--- src/rtl/fetch_queue_stage.sv ---
// Instruction-fetch front end: PC, DEPTH-entry prefetch queue and IF/ID latch.
// Requests are throttled so that every issued fetch always has a free queue slot.
module fetch_queue_stage #(
  parameter int              XLEN     = 32,
  parameter int              DEPTH    = 4,
  parameter logic [XLEN-1:0] RESET_PC = '0
) (
  input  logic                     clk,
  input  logic                     rst_n,
  input  logic                     PCSrc,
  input  logic [XLEN-1:0]          branch_target,
  input  logic                     stall,
  output logic                     imem_req,
  output logic [XLEN-1:0]          imem_addr,
  input  logic [XLEN-1:0]          imem_rdata,
  input  logic                     imem_valid,
  output logic [XLEN-1:0]          IR_out,
  output logic [XLEN-1:0]          PC4_out,
  output logic                     id_valid,
  output logic [$clog2(DEPTH):0]   q_count,
  output logic                     overflow_err
);

  localparam int PW = $clog2(DEPTH);
  localparam int CW = PW + 1;

  logic [XLEN-1:0] pc_q, addr_pipe_q, ir_q, pc4_q;
  logic [XLEN-1:0] qi_q [DEPTH];
  logic [XLEN-1:0] qp_q [DEPTH];
  logic [PW-1:0]   rd_ptr_q, wr_ptr_q;
  logic [CW-1:0]   count_q, count_d, fill;
  logic            inflight_q, drop_next_q, id_valid_q, overflow_q;
  logic            req, discard, pop, full, push_att, push, ovf;

  always_comb begin
    fill     = count_q + CW'(inflight_q);
    // Gated by rst_n so no fetch is requested while reset is held.
    req      = rst_n && !PCSrc && (fill < CW'(DEPTH));
    discard  = PCSrc || drop_next_q;
    pop      = !PCSrc && !stall && (count_q != '0);
    full     = (count_q == CW'(DEPTH));
    push_att = imem_valid && !discard;
    push     = push_att && (!full || pop);
    ovf      = push_att && full && !pop;
    count_d  = count_q + CW'(push) - CW'(pop);
  end

  always_ff @(posedge clk or negedge rst_n) begin
    if (!rst_n) begin
      pc_q        <= RESET_PC;
      addr_pipe_q <= '0;
      rd_ptr_q    <= '0;
      wr_ptr_q    <= '0;
      count_q     <= '0;
      inflight_q  <= 1'b0;
      drop_next_q <= 1'b0;
      ir_q        <= '0;
      pc4_q       <= '0;
      id_valid_q  <= 1'b0;
      overflow_q  <= 1'b0;
    end else begin
      overflow_q <= overflow_q | ovf;
      if (PCSrc) begin
        pc_q        <= branch_target;
        rd_ptr_q    <= '0;
        wr_ptr_q    <= '0;
        count_q     <= '0;
        inflight_q  <= 1'b0;
        drop_next_q <= inflight_q;
        ir_q        <= '0;
        pc4_q       <= '0;
        id_valid_q  <= 1'b0;
      end else begin
        if (req) begin
          pc_q        <= pc_q + XLEN'(4);
          addr_pipe_q <= pc_q;
        end
        inflight_q  <= req;
        drop_next_q <= 1'b0;
        count_q     <= count_d;
        if (push) wr_ptr_q <= wr_ptr_q + PW'(1);
        if (pop)  rd_ptr_q <= rd_ptr_q + PW'(1);
        if (!stall) begin
          if (pop) begin
            ir_q       <= qi_q[rd_ptr_q];
            pc4_q      <= qp_q[rd_ptr_q];
            id_valid_q <= 1'b1;
          end else begin
            ir_q       <= '0;
            pc4_q      <= '0;
            id_valid_q <= 1'b0;
          end
        end
      end
    end
  end

  // Queue storage needs no reset; occupancy is governed by count_q.
  always_ff @(posedge clk) begin
    if (push) begin
      qi_q[wr_ptr_q] <= imem_rdata;
      qp_q[wr_ptr_q] <= addr_pipe_q + XLEN'(4);
    end
  end

  assign imem_req     = req;
  assign imem_addr    = pc_q;
  assign IR_out       = ir_q;
  assign PC4_out      = pc4_q;
  assign id_valid     = id_valid_q;
  assign q_count      = count_q;
  assign overflow_err = overflow_q;

endmodule

--- config.mk ---
export PLATFORM = sky130hd
export DESIGN_NAME = fetch_queue_stage
export DESIGN_NICKNAME = d
export VERILOG_FILES = /design/src/rtl/fetch_queue_stage.sv
export SDC_FILE = /design/constraint.sdc
export NUM_CORES = 1
export LEC_CHECK = 0
export CORE_UTILIZATION = 35
export DETAILED_ROUTE_END_ITERATION = 7
export GPL_TIMING_DRIVEN = 0
export PLACE_DENSITY = 0.61
export SLEW_MARGIN = 20
export SYNTH_ARGS = -nofsm -noshare
export SYNTH_HDL_FRONTEND = slang
export SYNTH_SLANG_ARGS = --single-unit
--- constraint.sdc ---
create_clock -name clk -period 3.5 [get_ports clk]
set_clock_uncertainty 0.05 [all_clocks]
set_input_delay 1.05 -clock clk [delete_from_list [all_inputs] [get_ports clk]]
set_output_delay 1.05 -clock clk [all_outputs]
set_load 0.02 [all_outputs]
; After elaboration in Yosys (flattened, before gate mapping)
; Memory sizes are Yosys's and may differ from the RTL's.
; Cells that the tools add are included.
[word_totals]
reg_bits = 139
mem_bits_rw = 256
out_inout_bits = 102
elab_cells = 65
mem_count = 2
[classes]
n_addsub = 7
magnitude_cmp = 1
eq_ne = 2
mux = 20
bitwise_logic = 2
reduce_logical = 20
[mem_list]
columns = name, words, width, read_ports, rd_clocked_by_memory_dff, write_ports, line_no
row1 = qi_q, 4, 32, 1, 0, 1, 28  ; logic [XLEN-1:0] qi_q [DEPTH];
row2 = qp_q, 4, 32, 1, 0, 1, 29  ; logic [XLEN-1:0] qp_q [DEPTH];
[op_table]
columns = op, n
row1 = $mux 32, 8
row2 = $add 32x3->32 const B, 2
row3 = $logic_and 1x1->1, 8
row4 = $mux 2, 4
row5 = $mux 1, 7
row6 = $add 3x1->3, 2
row7 = $reduce_bool 2->1, 3
row8 = $logic_not 1->1, 5
row9 = $add 2x1->2 const B, 2
row10 = $eq 3x3->1 const B, 1
row11 = $lt 3x3->1 const B, 1
row12 = $mux 3, 1
row13 = $reduce_bool 3->1, 1
row14 = $sub 3x1->3, 1
row15 = $logic_or 1x1->1, 2
row16 = $ne 2x2->1 const B, 1
row17 = $reduce_and 2->1, 1
row18 = $not 1->1, 1
row19 = $or 1x1->1, 1

; Depth between registers and ports, before layout
; Gate-level depths: netlist (run 1).
[depth]
word_depth = 8
ltp_mapped = 11

; Least setup slack after synthesis (run 1)
; Ideal clock, no wire load.
[synth_timing]
kind = input to register
from = input port PCSrc
to = memory qi_q[0][0] (enable)
t_arrival_ns = 2.970
required_time_ns = 3.021
path_slack_ns = 0.051
cell_stages = 3
cell_sequence = buf_4 > nor2_1 > and3_1
[synth_between]
elab_chain_cells = 7
[synth_lines]
columns = item, line_no
row1 = start: declaration, 10  ; input logic PCSrc,
row2 = $logic_not 1->1, 40  ; pop = !PCSrc && !stall && (count_q != '0);
row3 = $logic_and 1x1->1 (2 in a row), 40
row4 = $logic_or 1x1->1, 43  ; push = push_att && (!full || pop);
row5 = $logic_and 1x1->1 *, 43
row6 = $mux 1 *, 100  ; if (push) begin
row7 = $mux 1 (not written as such) *, 101  ; qi_q[wr_ptr_q] <= imem_rdata;
row8 = end: declaration, 28
; Mark *: on every way between the ends. The rest lies on a longest branch, timed or not.

; Worst setup path after layout (run 1)
[layout_timing]
from = input port PCSrc
to = output port imem_req
[layout_between]
elab_chain_cells = 3
[layout_lines]
columns = item, line_no
row1 = $logic_not 1->1, 38  ; req = rst_n && !PCSrc && (fill < CW'(DEPTH));
row2 = $logic_and 1x1->1 (2 in a row), 38
row3 = end: declaration, 13  ; output logic imem_req,
; Every way passes these cells.

==> impl_metrics.xml, run 1 <==
<?xml version="1.0" encoding="UTF-8"?>
<metrics>
  <group name="logic_synthesis">
    <metric name="synth_most_common_cell" unit="">sky130_fd_sc_hd__edfxtp_1</metric>
    <metric name="synth_top_cells_by_count" unit="">sky130_fd_sc_hd__edfxtp_1, sky130_fd_sc_hd__dfrtp_1, sky130_fd_sc_hd__a22o_1, sky130_fd_sc_hd__mux4_2, sky130_fd_sc_hd__nand2_1</metric>
    <metric name="netlist_area" unit="µm²">15800</metric>
    <metric name="synth.top_cells.by_area" unit="">sky130_fd_sc_hd__edfxtp_1, sky130_fd_sc_hd__dfrtp_1, sky130_fd_sc_hd__mux4_2, sky130_fd_sc_hd__a22o_1, sky130_fd_sc_hd__mux2_4</metric>
    <metric name="post_synth_num_cell_types" unit="">48</metric>
    <metric name="top_area_cell_type_share_of_the_netlist_area" unit="%">48.8</metric>
    <metric name="mappedNetlistNets" unit="">960</metric>
    <metric name="synth_seq_cells" unit="">395</metric>
    <metric name="syn_avg_cell_area" unit="µm²">17.9</metric>
    <metric name="synth-async-reset-ratio" unit="%">35.2</metric>
    <metric name="ys_dominant_reg_cell" unit="">sky130_fd_sc_hd__edfxtp_1</metric>
    <metric name="netlist.top_cell.by_area" unit="">sky130_fd_sc_hd__edfxtp_1</metric>
    <metric name="synth-edff-count" unit="">256</metric>
    <metric name="synthesis.instances" unit="">882</metric>
    <metric name="yosys_warning_total" unit="">0</metric>
    <metric name="fraction_of_the_yosys_area_taken_by_sequential_cells" unit="%">70.8</metric>
  </group>
  <group name="run_status">
    <metric name="run_status" unit="">complete, no violations</metric>
  </group>
  <group name="final_layout">
    <metric name="num-nets-final" unit="">1183</metric>
    <metric name="multi_input_area" unit="µm²">4290</metric>
    <metric name="syn2layout_area_growth" unit="%">26.0</metric>
    <metric name="ant_cells" unit="">0</metric>
    <metric name="fin_area" unit="µm²">19900</metric>
    <metric name="regArea" unit="µm²">11200</metric>
    <metric name="fill_cells" unit="">3890</metric>
    <metric name="ratio_of_cells_with_drive_above_1_in_the_final_layout" unit="%">18.9</metric>
  </group>
  <group name="cts">
    <metric name="postCtsHoldBufs" unit="">0</metric>
    <metric name="cts-buffers-inserted" unit="">43</metric>
    <metric name="insertion_delay" unit="ps">560</metric>
    <metric name="clockRootBuffer" unit="">sky130_fd_sc_hd__clkbuf_16</metric>
    <metric name="tritoncts" unit="">yes</metric>
    <metric name="ctsLongestPathBuffers" unit="">3</metric>
    <metric name="cts-htree-levels" unit="">2</metric>
    <metric name="path_clk_slew" unit="ps">50</metric>
    <metric name="clock_sink_count" unit="">395</metric>
  </group>
  <group name="timing">
    <metric name="slew_headroom" unit="%">37.8</metric>
    <metric name="finalCriticalPeriod" unit="ps">3440</metric>
    <metric name="finalCritPeriodShare" unit="%">98.3</metric>
    <metric name="tightestPinTransition" unit="ps">933</metric>
    <metric name="number_of_failing_setup_endpoints_in_the_final_timing_report" unit="">0</metric>
    <metric name="setup_repair_after_global_routing_missed_its_margin" unit="">false</metric>
    <metric name="fin_setup_tns" unit="ps">0</metric>
    <metric name="timing.fmax" unit="MHz">291</metric>
    <metric name="timing.final.hold_violations" unit="">0</metric>
    <metric name="hold_ws" unit="ps">431</metric>
    <metric name="final_max_slew_viol_count" unit="">0</metric>
  </group>
  <group name="min_path">
    <metric name="whs_path_depth" unit="">2</metric>
    <metric name="hold_path.class" unit="">reg -&gt; reg</metric>
  </group>
  <group name="detailed_routing">
    <metric name="count_of_antenna_violating_nets_left_after_detailed_routing" unit="">0</metric>
    <metric name="num_vias" unit="">8516</metric>
    <metric name="drt-pass1-iter-count" unit="">4</metric>
    <metric name="highest_layer" unit="">met4</metric>
    <metric name="met3_wirelength" unit="µm">1650</metric>
    <metric name="dr.first_iter.drc_count" unit="">522</metric>
    <metric name="vias_per_cell" unit="">4.92</metric>
    <metric name="routed_wl" unit="µm">35400</metric>
    <metric name="wl_met2" unit="µm">17000</metric>
    <metric name="wl_met1" unit="µm">16200</metric>
    <metric name="detail_route.drc_violations" unit="">0</metric>
    <metric name="post_drt_wl_per_cell" unit="µm">20.5</metric>
  </group>
  <group name="power">
    <metric name="power" unit="W">0.0133</metric>
    <metric name="vdd_ir_drop_max" unit="mV">0.293</metric>
    <metric name="cellLeakagePower" unit="nW">7.19</metric>
    <metric name="power-per-cell-area" unit="nW/µm²">668</metric>
  </group>
  <group name="worst_setup_path">
    <metric name="worst_path_largest_cell_delay" unit="ps">520</metric>
    <metric name="crit_path_start_kind" unit="">primary input</metric>
    <metric name="cpMaxStageDelayCell" unit="">sky130_fd_sc_hd__clkdlybuf4s50_1</metric>
    <metric name="worst_r2r_path_depth" unit="">11</metric>
    <metric name="required" unit="ps">2400</metric>
    <metric name="endpoint_kind" unit="">output pin</metric>
    <metric name="crit_type" unit="">in -&gt; out</metric>
    <metric name="crit_path_cell_trace" unit="">clkdlybuf4s50_1, buf_6, nor2_8, buf_12, clkdlybuf4s15_2</metric>
    <metric name="timing.critical_path.arrival" unit="ps">2340</metric>
    <metric name="timing.critical_path.fanout_max" unit="">10</metric>
  </group>
  <group name="die">
    <metric name="fp-row-count" unit="">77</metric>
    <metric name="initial_utilization" unit="%">35.6</metric>
    <metric name="boundary_pin_count" unit="">171</metric>
    <metric name="chipWidth" unit="µm">214</metric>
    <metric name="chipHeight" unit="µm">214</metric>
    <metric name="fp.dieArea" unit="µm²">45900</metric>
    <metric name="coreArea" unit="µm²">44300</metric>
  </group>
  <group name="placed_design">
    <metric name="buffer_ports.inserted" unit="">170</metric>
    <metric name="detailed_place_hpwl" unit="µm">23200</metric>
    <metric name="place_congestion" unit="">0.795</metric>
    <metric name="dpl_cell_area" unit="µm²">18400</metric>
  </group>
  <group name="global_routing">
    <metric name="grt_antenna_before_repair" unit="">0</metric>
    <metric name="grt.overflow.total" unit="">0</metric>
    <metric name="grt_max_degree" unit="">81</metric>
    <metric name="groute.usage.overall" unit="%">15.7</metric>
    <metric name="vias_in_the_first_global_route" unit="">9045</metric>
    <metric name="grt_pass1_wl" unit="µm">54900</metric>
  </group>
  <group name="job">
    <metric name="max-cap-violations" unit="">0</metric>
  </group>
</metrics>
## where the power goes
group | internal (W) | switching [W]
Combinational | 0.00134 | 0.00131
Sequential | 0.00565 | 0.000375
Clock | 0.00273 | 0.00185
## stage by stage
stage          cells  util (%)  setup WS, ps
2_1_floorplan    882         -          50.9
6_report        1732      44.8          60.3
5_1_grt         1732      44.8          3.96
4_1_cts         1731      44.7          18.6
3_3_place_gp    1644      41.1         -6300
3_5_place_dp    1650      41.5          -537
## metal layers
| layer | vias to the layer above | global-route usage [%] |
|---|---|---|
| met4 | 0 | 4.38 |
| met1 | 4377 | 21.4 |
| met5 | - | 0 |
| met3 | 47 | 3.40 |
| li1 | 3892 | - |
| met2 | 200 | 25.4 |
## placed cells by master (no fill, tap or decap), drive strengths merged, types with 19 or more instances in the layout
cell type	Yosys	routed
xnor2	27	27
o21ai	28	28
buf	27	35
nand4	22	22
clkbuf	20	79
nand2	45	45
mux2	36	36
dfrtp	139	139
a22o	64	64
mux4	64	64
edfxtp	256	256
xor2	34	34
nor2	19	19
nand3	26	26
clkdlybuf4s50	0	168
## layout make-up
type / count / area share, %
buffer: 47 / 1.45
clock buffer: 58 / 5.90
clock inverter: 22 / 1.25
inverter: 12 / 0.227
multi-input combinational: 428 / 21.6
sequential: 395 / 56.2
tap: 592 / 3.73
timing repair buffer: 178 / 9.59
## sequential cells by signal, summed over array words and instances, names as in the netlist, 3 cells and up
signal,count
qp_q,128
IR_out,32
addr_pipe_q,32
imem_addr,32
PC4_out,32
q_count,3
qi_q,128
## worst paths after layout
| check | start | endpoint | slack [ps] |
|---|---|---|---|
| worst max-delay path | PCSrc | imem_req | 60 |
| worst min-delay path | overflow_err | overflow_err | 430 |
| worst max register to register | q_count[2] | q_count[2] | 620 |
| worst min register to register | overflow_err | overflow_err | 430 |
| max in group asynchronous | rst_n | addr_pipe_q[3] | 2350 |
| min in group asynchronous | rst_n | PC4_out[12] | 440 |
## cell families after synthesis
family / after synthesis / synth area share [%]
AO/OA/AOI/OAI: 98 / 4.73
XOR/XNOR: 61 / 3.44
adder cells (fa/ha/maj): 9 / 0.762
buffers and inverters: 59 / 2.08
flip-flops: 395 / 70.8
multiplexers: 103 / 12.8
AND/OR/NAND/NOR: 157 / 5.43
## worst max-delay path: cells and delay by family
| family | cells | cell delay (ps) |
|---|---|---|
| AND/OR/NAND/NOR | 1 | 110 |
| buffers and inverters | 4 | 1160 |
## repair_timing
| item | 4_1_cts | 5_1_grt |
|---|---|---|
| setup endpoints to repair | 1 | 2 |
| resized for setup | 3 | 3 |
| setup buffers | 1 | 0 |
| pin swaps | 1 | 0 |
| gates cloned | 0 | 1 |
Power figures use the tool's default switching activity.
==> run 2, diff against run 1 <==
clock period = 3.6 ns   (was 3.5 ns; I/O delays follow)
==> impl_metrics.xml, run 2 (synthesis gave the netlist of run 1 again) <==
<?xml version="1.0" encoding="UTF-8"?>
<metrics>
  <group name="run_status">
    <metric name="run_status" unit="">complete, no violations</metric>
  </group>
  <group name="global_routing">
    <metric name="grt_max_degree" unit="">81</metric>
    <metric name="grt_antenna_before_repair" unit="">0</metric>
    <metric name="grt.overflow.total" unit="">0</metric>
    <metric name="groute.usage.overall" unit="%">15.7</metric>
    <metric name="grt_pass1_wl" unit="µm">54900</metric>
    <metric name="vias_in_the_first_global_route" unit="">9045</metric>
  </group>
  <group name="timing">
    <metric name="fin_setup_tns" unit="ps">0</metric>
    <metric name="final_max_slew_viol_count" unit="">0</metric>
    <metric name="finalCriticalPeriod" unit="ps">3440</metric>
    <metric name="slew_headroom" unit="%">38.0</metric>
    <metric name="timing.final.hold_violations" unit="">0</metric>
    <metric name="tightestPinTransition" unit="ps">930</metric>
    <metric name="setup_repair_after_global_routing_missed_its_margin" unit="">false</metric>
    <metric name="number_of_failing_setup_endpoints_in_the_final_timing_report" unit="">0</metric>
    <metric name="finalCritPeriodShare" unit="%">95.6</metric>
    <metric name="timing.fmax" unit="MHz">291</metric>
  </group>
  <group name="worst_setup_path">
    <metric name="worst_path_largest_cell_delay" unit="ps">510</metric>
    <metric name="crit_type" unit="">in -&gt; out</metric>
    <metric name="required" unit="ps">2470</metric>
    <metric name="cpMaxStageDelayCell" unit="">sky130_fd_sc_hd__clkdlybuf4s50_1</metric>
    <metric name="endpoint_kind" unit="">output pin</metric>
    <metric name="crit_path_start_kind" unit="">primary input</metric>
    <metric name="timing.critical_path.arrival" unit="ps">2310</metric>
    <metric name="timing.critical_path.fanout_max" unit="">10</metric>
    <metric name="crit_path_cell_trace" unit="">clkdlybuf4s50_1, buf_4, nor2_8, buf_12, clkbuf_2</metric>
  </group>
  <group name="die">
    <metric name="fp-row-count" unit="">77</metric>
    <metric name="chipWidth" unit="µm">214</metric>
    <metric name="coreArea" unit="µm²">44300</metric>
    <metric name="initial_utilization" unit="%">35.6</metric>
    <metric name="chipHeight" unit="µm">214</metric>
    <metric name="fp.dieArea" unit="µm²">45900</metric>
    <metric name="boundary_pin_count" unit="">171</metric>
  </group>
  <group name="placed_design">
    <metric name="place_congestion" unit="">0.795</metric>
    <metric name="buffer_ports.inserted" unit="">170</metric>
    <metric name="detailed_place_hpwl" unit="µm">23200</metric>
    <metric name="dpl_cell_area" unit="µm²">18400</metric>
  </group>
  <group name="detailed_routing">
    <metric name="post_drt_wl_per_cell" unit="µm">20.5</metric>
    <metric name="num_vias" unit="">8498</metric>
    <metric name="detail_route.drc_violations" unit="">0</metric>
    <metric name="vias_per_cell" unit="">4.91</metric>
    <metric name="routed_wl" unit="µm">35500</metric>
    <metric name="drt-pass1-iter-count" unit="">5</metric>
    <metric name="count_of_antenna_violating_nets_left_after_detailed_routing" unit="">0</metric>
    <metric name="dr.first_iter.drc_count" unit="">512</metric>
  </group>
  <group name="cts">
    <metric name="path_clk_slew" unit="ps">50</metric>
    <metric name="ctsLongestPathBuffers" unit="">3</metric>
    <metric name="clockRootBuffer" unit="">sky130_fd_sc_hd__clkbuf_16</metric>
    <metric name="clock_sink_count" unit="">395</metric>
    <metric name="cts-htree-levels" unit="">2</metric>
    <metric name="insertion_delay" unit="ps">560</metric>
    <metric name="tritoncts" unit="">yes</metric>
    <metric name="cts-buffers-inserted" unit="">43</metric>
  </group>
  <group name="final_layout">
    <metric name="ant_cells" unit="">0</metric>
    <metric name="num-nets-final" unit="">1183</metric>
    <metric name="reg_top3" unit="">qi_q x128, qp_q x128</metric>
    <metric name="fin_area" unit="µm²">19900</metric>
    <metric name="most_frequent_cells_in_the_layout" unit="">sky130_fd_sc_hd__edfxtp_1, sky130_fd_sc_hd__clkdlybuf4s50_1, sky130_fd_sc_hd__dfrtp_1</metric>
    <metric name="syn2layout_area_growth" unit="%">25.9</metric>
    <metric name="most_common_cell_after_layout_fill_and_taps_aside" unit="">sky130_fd_sc_hd__edfxtp_1</metric>
    <metric name="ratio_of_cells_with_drive_above_1_in_the_final_layout" unit="%">18.9</metric>
  </group>
  <group name="power">
    <metric name="cellLeakagePower" unit="nW">7.19</metric>
    <metric name="power-per-cell-area" unit="nW/µm²">649</metric>
    <metric name="vdd_ir_drop_max" unit="mV">0.285</metric>
  </group>
  <group name="job">
    <metric name="max-cap-violations" unit="">0</metric>
  </group>
  <group name="min_path">
    <metric name="hold_path.class" unit="">reg -&gt; reg</metric>
  </group>
</metrics>
## run 2: area by class of cell
class                      count  area [µm²]
timing repair buffer         178        1900
multi-input combinational    428        4290
clock buffer                  58        1170
inverter                      12        45.0
buffer                        47         284
tap                          592         741
clock inverter                22         249
sequential                   395       11200
fill                        3893       24500
## run 2: final timing paths
path,from,endpoint,slack (ps),cells after the start
max reg2reg,q_count[2],q_count[2],770,11
max in group asynchronous,rst_n,addr_pipe_q[3],2430,3
min reg2reg,overflow_err,overflow_err,430,2
min in group asynchronous,rst_n,PC4_out[12],470,2
max,PCSrc,imem_req,160,5
min,overflow_err,overflow_err,430,2
## run 2: per-layer routing
| layer | part of all wire (%) | vias to the layer above | track usage [%] |
|---|---|---|---|
| li1 | - | 3892 | - |
| met1 | 46 | 4364 | 21.4 |
| met2 | 48 | 195 | 25.4 |
| met3 | 4.5 | 47 | 3.40 |
| met4 | 1.8 | 0 | 4.38 |
| met5 | 0 | - | 0 |
## run 2: what timing repair did
action	in CTS	in global routing
hold buffers	0	0
setup endpoints to repair	1	2
gates cloned	0	1
gates resized for setup	2	3
pin swaps	1	0
buffers inserted	1	0
## run 2: worst max-delay path, delay by kind of cell
family        cells  cell delay, ps
buf+inv           4            1100
simple gates      1             120
## run 2: report_power, final
part | switching, W | total (W) | internal (W)
combinational | 0.00127 | 0.00257 | 0.00130
clock | 0.00180 | 0.00445 | 0.00265
sequential | 0.000365 | 0.00586 | 0.00550
## run 2: stage by stage
| stage | hold WS, ps | util [%] | total power, W | setup WS, ps | std cells |
|---|---|---|---|---|---|
| after floorplan | 401 | - | 0.00752 | 121 | 882 |
| after CTS | 441 | 44.7 | 0.0131 | 13.8 | 1731 |
| after detailed placement | 427 | 41.5 | 0.00858 | -467 | 1650 |
| after global routing | 450 | 44.8 | 0.0135 | 104 | 1732 |
| final | 430 | 44.8 | 0.0129 | 158 | 1732 |
| after global placement | 404 | 41.1 | 0.00851 | -6260 | 1644 |
